### config.mk
export PLATFORM = sky130hd
export DESIGN_NAME = add_sub_reservation_station
export DESIGN_NICKNAME = d
export VERILOG_FILES = /design/src/rtl/add_sub_reservation_station.sv
export SDC_FILE = /design/constraint.sdc
export NUM_CORES = 1
export LEC_CHECK = 0
export ABC_CLOCK_PERIOD_IN_PS = 5180
export CAP_MARGIN = 20
export CORE_MARGIN = 2
export CORE_UTILIZATION = 40
export CTS_CLUSTER_SIZE = 14
export DETAILED_ROUTE_END_ITERATION = 16
export GPL_TIMING_DRIVEN = 0
export PLACE_DENSITY = 0.6
export SLEW_MARGIN = 20
export SYNTH_ARGS = -nofsm -noshare
export SYNTH_HDL_FRONTEND = slang
export SYNTH_SLANG_ARGS = --single-unit
### constraint.sdc
create_clock -name clk -period 5.18 [get_ports clk]
set_input_delay 0.777 -clock clk [delete_from_list [all_inputs] [get_ports clk]]
set_output_delay 0.777 -clock clk [all_outputs]
set_load 0.05 [all_outputs]
### src/rtl/add_sub_reservation_station.sv
// ============================================================================
//  Module      : add_sub_reservation_station
//  Description : Reservation station feeding the add/sub execution unit.
//                Holds dispatched instructions, snoops the result bus for
//                missing operands and issues ready work in index order.
//  Revision    : 1.0  initial release
// ============================================================================
`default_nettype none

package add_sub_pkg;

    typedef struct packed {
        logic subtract;      // rD = op2 - op1 (op1 inverted, carry-in of one)
        logic use_xer_ca;    // extended forms take carry-in from XER[CA]
        logic carry_in_one;  // constant carry-in when XER is not used
        logic set_ca;        // update XER[CA]
        logic set_ov;        // update XER[OV]/XER[SO]
        logic set_cr0;       // record form
    } add_sub_decode_t;

endpackage

module add_sub_reservation_station
    import add_sub_pkg::*;
#(
    parameter int RS_ID_WIDTH = 5,
    parameter int ENTRIES     = 4
) (
    input  logic                   clk,
    input  logic                   rst,

    input  logic                   dispatch_valid,
    output logic                   dispatch_ready,
    input  logic [RS_ID_WIDTH-1:0] dispatch_rs_id,
    input  logic [4:0]             dispatch_result_reg_addr,
    input  add_sub_decode_t        dispatch_control,
    input  logic [31:0]            dispatch_op1_value,
    input  logic [31:0]            dispatch_op2_value,
    input  logic [31:0]            dispatch_xer_value,
    input  logic                   dispatch_op1_ready,
    input  logic                   dispatch_op2_ready,
    input  logic                   dispatch_xer_ready,
    input  logic [RS_ID_WIDTH-1:0] dispatch_op1_tag,
    input  logic [RS_ID_WIDTH-1:0] dispatch_op2_tag,
    input  logic [RS_ID_WIDTH-1:0] dispatch_xer_tag,

    input  logic                   cdb_valid,
    input  logic [RS_ID_WIDTH-1:0] cdb_rs_id,
    input  logic [31:0]            cdb_result,
    input  logic                   cdb_xer_valid,
    input  logic [31:0]            cdb_xer,

    output logic                   issue_valid,
    input  logic                   issue_ready,
    output logic [RS_ID_WIDTH-1:0] issue_rs_id,
    output logic [4:0]             issue_result_reg_addr,
    output logic [31:0]            issue_op1,
    output logic [31:0]            issue_op2,
    output logic [31:0]            issue_xer,
    output add_sub_decode_t        issue_control
);

    localparam int c_IDX_W   = (ENTRIES > 1) ? $clog2(ENTRIES) : 1;
    localparam int c_NUM_OPS = 3;   // 0 = op1, 1 = op2, 2 = xer

    // ------------------------------------------------------------------
    // Entry storage
    // ------------------------------------------------------------------
    logic [ENTRIES-1:0]     r_busy;
    logic [RS_ID_WIDTH-1:0] r_rs_id    [ENTRIES];
    logic [4:0]             r_reg_addr [ENTRIES];
    add_sub_decode_t        r_control  [ENTRIES];
    logic [31:0]            r_op_val   [ENTRIES][c_NUM_OPS];
    logic [RS_ID_WIDTH-1:0] r_op_tag   [ENTRIES][c_NUM_OPS];
    logic [c_NUM_OPS-1:0]   r_op_rdy   [ENTRIES];

    logic                   r_issue_valid;
    logic [RS_ID_WIDTH-1:0] r_issue_rs_id;
    logic [4:0]             r_issue_reg_addr;
    logic [31:0]            r_issue_op1;
    logic [31:0]            r_issue_op2;
    logic [31:0]            r_issue_xer;
    add_sub_decode_t        r_issue_control;

    // ------------------------------------------------------------------
    // Per-operand views of the dispatch port and the result bus
    // ------------------------------------------------------------------
    logic [31:0]            w_disp_val [c_NUM_OPS];
    logic [RS_ID_WIDTH-1:0] w_disp_tag [c_NUM_OPS];
    logic [c_NUM_OPS-1:0]   w_disp_rdy;
    logic [31:0]            w_cdb_val  [c_NUM_OPS];
    logic [c_NUM_OPS-1:0]   w_cdb_ok;

    assign w_disp_val[0] = dispatch_op1_value;
    assign w_disp_val[1] = dispatch_op2_value;
    assign w_disp_val[2] = dispatch_xer_value;
    assign w_disp_tag[0] = dispatch_op1_tag;
    assign w_disp_tag[1] = dispatch_op2_tag;
    assign w_disp_tag[2] = dispatch_xer_tag;
    assign w_disp_rdy    = {dispatch_xer_ready, dispatch_op2_ready, dispatch_op1_ready};

    // The XER operand only listens to broadcasts that actually carry an XER value
    assign w_cdb_val[0]  = cdb_result;
    assign w_cdb_val[1]  = cdb_result;
    assign w_cdb_val[2]  = cdb_xer;
    assign w_cdb_ok      = {cdb_valid & cdb_xer_valid, cdb_valid, cdb_valid};

    // ------------------------------------------------------------------
    // Free-entry and eligible-entry selection (lowest index wins)
    // ------------------------------------------------------------------
    logic [ENTRIES-1:0] w_eligible;
    logic [c_IDX_W-1:0] w_free_idx;
    logic               w_any_free;
    logic [c_IDX_W-1:0] w_sel_idx;
    logic               w_any_elig;
    logic               w_load;
    logic               w_issue_fire;
    logic               w_disp_fire;

    for (genvar g = 0; g < ENTRIES; g++) begin : g_eligible
        assign w_eligible[g] = r_busy[g] & (&r_op_rdy[g]);
    end

    always_comb begin
        w_free_idx = '0;
        w_any_free = 1'b0;
        w_sel_idx  = '0;
        w_any_elig = 1'b0;
        for (int i = ENTRIES - 1; i >= 0; i--) begin
            if (!r_busy[i]) begin
                w_free_idx = c_IDX_W'(i);
                w_any_free = 1'b1;
            end
            if (w_eligible[i]) begin
                w_sel_idx  = c_IDX_W'(i);
                w_any_elig = 1'b1;
            end
        end
    end

    assign w_load         = ~r_issue_valid | issue_ready;
    assign w_issue_fire   = w_load & w_any_elig;
    assign w_disp_fire    = dispatch_valid & w_any_free;
    assign dispatch_ready = w_any_free;

    // ------------------------------------------------------------------
    // Occupancy: a slot freed by issue is never the slot being written,
    // since dispatch only targets entries that were free before the edge
    // ------------------------------------------------------------------
    always_ff @(posedge clk) begin
        if (rst) begin
            r_busy <= '0;
        end else begin
            for (int e = 0; e < ENTRIES; e++) begin
                if (w_disp_fire && (w_free_idx == c_IDX_W'(e))) begin
                    r_busy[e] <= 1'b1;
                end else if (w_issue_fire && (w_sel_idx == c_IDX_W'(e))) begin
                    r_busy[e] <= 1'b0;
                end
            end
        end
    end

    // ------------------------------------------------------------------
    // Entry payload: dispatch write with same-cycle bypass, else wake-up
    // ------------------------------------------------------------------
    always_ff @(posedge clk) begin
        for (int e = 0; e < ENTRIES; e++) begin
            if (w_disp_fire && (w_free_idx == c_IDX_W'(e))) begin
                r_rs_id[e]    <= dispatch_rs_id;
                r_reg_addr[e] <= dispatch_result_reg_addr;
                r_control[e]  <= dispatch_control;
                for (int op = 0; op < c_NUM_OPS; op++) begin
                    r_op_tag[e][op] <= w_disp_tag[op];
                    if (w_disp_rdy[op]) begin
                        r_op_val[e][op] <= w_disp_val[op];
                        r_op_rdy[e][op] <= 1'b1;
                    end else if (w_cdb_ok[op] && (cdb_rs_id == w_disp_tag[op])) begin
                        r_op_val[e][op] <= w_cdb_val[op];
                        r_op_rdy[e][op] <= 1'b1;
                    end else begin
                        r_op_rdy[e][op] <= 1'b0;
                    end
                end
            end else if (r_busy[e]) begin
                for (int op = 0; op < c_NUM_OPS; op++) begin
                    if (!r_op_rdy[e][op] && w_cdb_ok[op] &&
                        (cdb_rs_id == r_op_tag[e][op])) begin
                        r_op_val[e][op] <= w_cdb_val[op];
                        r_op_rdy[e][op] <= 1'b1;
                    end
                end
            end
        end
    end

    // ------------------------------------------------------------------
    // Issue register: refills whenever empty or being accepted
    // ------------------------------------------------------------------
    always_ff @(posedge clk) begin
        if (rst) begin
            r_issue_valid    <= 1'b0;
            r_issue_rs_id    <= '0;
            r_issue_reg_addr <= '0;
            r_issue_op1      <= '0;
            r_issue_op2      <= '0;
            r_issue_xer      <= '0;
            r_issue_control  <= '0;
        end else if (w_load) begin
            r_issue_valid <= w_any_elig;
            if (w_any_elig) begin
                r_issue_rs_id    <= r_rs_id[w_sel_idx];
                r_issue_reg_addr <= r_reg_addr[w_sel_idx];
                r_issue_op1      <= r_op_val[w_sel_idx][0];
                r_issue_op2      <= r_op_val[w_sel_idx][1];
                r_issue_xer      <= r_op_val[w_sel_idx][2];
                r_issue_control  <= r_control[w_sel_idx];
            end
        end
    end

    assign issue_valid           = r_issue_valid;
    assign issue_rs_id           = r_issue_rs_id;
    assign issue_result_reg_addr = r_issue_reg_addr;
    assign issue_op1             = r_issue_op1;
    assign issue_op2             = r_issue_op2;
    assign issue_xer             = r_issue_xer;
    assign issue_control         = r_issue_control;

endmodule

`default_nettype wire
==> results_dict.tcl <==
set metrics [dict create \
    nets 2678 \
    drv_cap 0 \
    drv_slew 0 \
    cts-resized-gates 0 \
    post_cts_buffers 0 \
    clock-root-buffer "clkbuf_16" \
    h-tree-depth 3 \
    regArea_sq_mm 0.0179 \
    setup_ws_ps 1640 \
    std_cell_rows 99 \
    numCtsBuffers 71 \
    layout_common_cells "edfxtp_1 (519), clkdlybuf4s50_1 (311), mux2_2 (212)" \
    die_x_microns 274 \
    final_common_cell "edfxtp_1" \
    hold_buffers 0 \
    dieArea_sq_mm 0.0751 \
    rrSetupSlack_ps 1640 \
    grt_overflow 0 \
    cts_max_path_buffers 3 \
    cts_sinks 637 \
    hold_path_class "flip-flop to flip-flop" \
    cts_tree "yes" \
    syn_nets 2267 \
    powerDensity_mw_per_mm2 327 \
    stdcell_count 3495 \
    yosysWarnings 0 \
    path_max_fanout 10 \
    place_congestion 0.853 \
    fin_skew_ps 37.1 \
    grt_use_met2_pct 43.8 \
    grt_pass1_wl_microns 145000 \
    dpl-instance-area_sq_mm 0.0343 \
    async_flop_share_pct 0 \
    grt.busiest_layer "met2" \
    yosys_most_used_dff "edfxtp_1" \
    hold_viol 0 \
    clock_latency_ps 620 \
    status "finished, final reports clean" \
    drt_iter0_drc 2128 \
    timing.setup.tns_ps 0 \
    synth_enable_flop_cells 519 \
    synth_area_per_cell_sq_um 14.1 \
    initial_utilization_pct 40.2 \
    ys_ff_latch 637 \
    cp.arrival_ps 4070 \
    wire_per_inst_microns 29.4 \
    ant_nets 0 \
    ir_drop_mv 0.183 \
    setup_viol 0 \
    grt_pass1_vias 20900 \
    gr-usage-met1_pct 34.5 \
    hpwl_microns 73900 \
    tightest_slew_ps 1110 \
    via_per_inst 5.92 \
    drt_pass1_iterations 7 \
    dpl.cell_count 3359 \
    holdWs_ps 490 \
    portBuffers 311 \
    startpoint_type "flip-flop" \
    max_slew_margin_pct 26.1 \
    yosysUniqueCellTypes 55 \
    dp_slack_ps 1050 \
    critPathKind "flip-flop to flip-flop" \
    num_vias 20700 \
    seq_area_frac_synth_pct 61.5 \
    syn_to_final_growth_pct 25.3 \
    cp_data_required_time_ps 5710 \
    design_area_sq_mm 0.0366 \
    multi_input_area_sq_mm 0.0104 \
    grt_setup_unrepaired "no" \
    ioPinCount 319 \
    p_leak_nw 12.6 \
    netlist_area_sq_mm 0.0292 \
    grt_max_degree 26 \
    syn-instance-count 2062 \
    n_fill_cell 6327 \
    min_period_ps 3540 \
    antenna_found_initial 11 \
    drive_gt1_share_pct 21.7 \
    grt_use_total_pct 27.0 \
    fin_crit_sh_pct 68.4 \
    wirelength_microns 103000 \
    clkTransAtPathRegs_ps 60 \
    die_h_microns 274 \
    core_area_sq_mm 0.0726 \
    drc_errors 0 \
    grt_use_met3_pct 7.36 \
    crit_path_end_kind "flip-flop" \
    timing.fmax_ghz 0.282 \
]
==> per-layer routing <==
metal,part of all wire [%],vias up
met5,0.072,-
met4,3.2,12
met3,10,184
met2,47,1095
met1,39,10500
li1,-,8924
==> cell type report <==
class / instances / area share [%]
flip-flops and latches: 637 / 49.1
plain buffers: 160 / 2.48
clock buffers: 99 / 5.37
inverters: 10 / 0.103
multi-input cells: 1255 / 28.5
repair buffers: 338 / 10.5
well taps: 959 / 3.28
clock inverters: 31 / 0.664
diodes: 6 / 0.0411
==> where the power goes <==
part           internal, W  total (W)  switching [W]
clock              0.00280    0.00487        0.00206
sequential         0.00570    0.00579      0.0000899
combinational     0.000534    0.00130       0.000763
total              0.00904     0.0120        0.00292
==> final timing paths <==
path	end	start	cells past startpoint
min reg2reg	issue_xer[1]	issue_xer[1]	2
min	issue_xer[1]	issue_xer[1]	2
max reg2reg	issue_op2[3]	r_busy[0]	9
max	issue_op2[3]	r_busy[0]	9
==> registers in the layout, indices dropped and copies added, names as in the netlist <==
name                   flops
r_op_tag                  60
r_rs_id                   20
issue_control              6
issue_xer                 32
r_reg_addr                20
r_op_rdy                  12
r_control                 24
issue_op2                 32
issue_op1                 32
issue_rs_id                5
r_busy                     4
r_op_val                 384
issue_valid                1
issue_result_reg_addr      5
==> Yosys cell counts, types with 34 or more instances <==
| cell | count | area [sq um] |
|---|---|---|
| edfxtp_1 | 519 | 15600 |
| o21ai_0 | 61 | 305 |
| mux2_4 | 120 | 1800 |
| nor2_1 | 130 | 488 |
| a21oi_1 | 64 | 320 |
| mux2_1 | 52 | 586 |
| o2bb2ai_1 | 34 | 298 |
| nand4_1 | 40 | 250 |
| xnor2_1 | 48 | 420 |
| a211oi_1 | 58 | 435 |
| nor3_1 | 74 | 370 |
| nand2_1 | 124 | 465 |
| a221oi_1 | 62 | 543 |
| mux2_2 | 212 | 2390 |
| dfxtp_1 | 118 | 2360 |
| clkbuf_1 | 97 | 364 |
==> stage by stage <==
step	utilization (%)	total power, W
5_1_grt	50.4	0.0123
6_report	50.4	0.0120
2_1_floorplan	-	0.00655
3_3_place_gp	46.1	0.00712
3_5_place_dp	47.3	0.00718
4_1_cts	50.3	0.0120
==> critical path, cell delays in order (launching register included) <==
cell and delay (ps):
dfxtp_1 300, buf_2 210, and4_1 200, clkbuf_1 420, nor2_1 140, a21oi_2 610
buf_2 510, buf_1 780, nor2_1 80, nor3_1 170
==> cell families after synthesis <==
kind of cell | share of synthesized area (%)
AO/OA/AOI/OAI | 10.6
XOR/XNOR | 2.04
buffers and inverters | 3.23
flip-flops | 61.5
multiplexers | 16.4
AND/OR/NAND/NOR | 6.21
No activity file was read; power rests on OpenSTA's default activity.
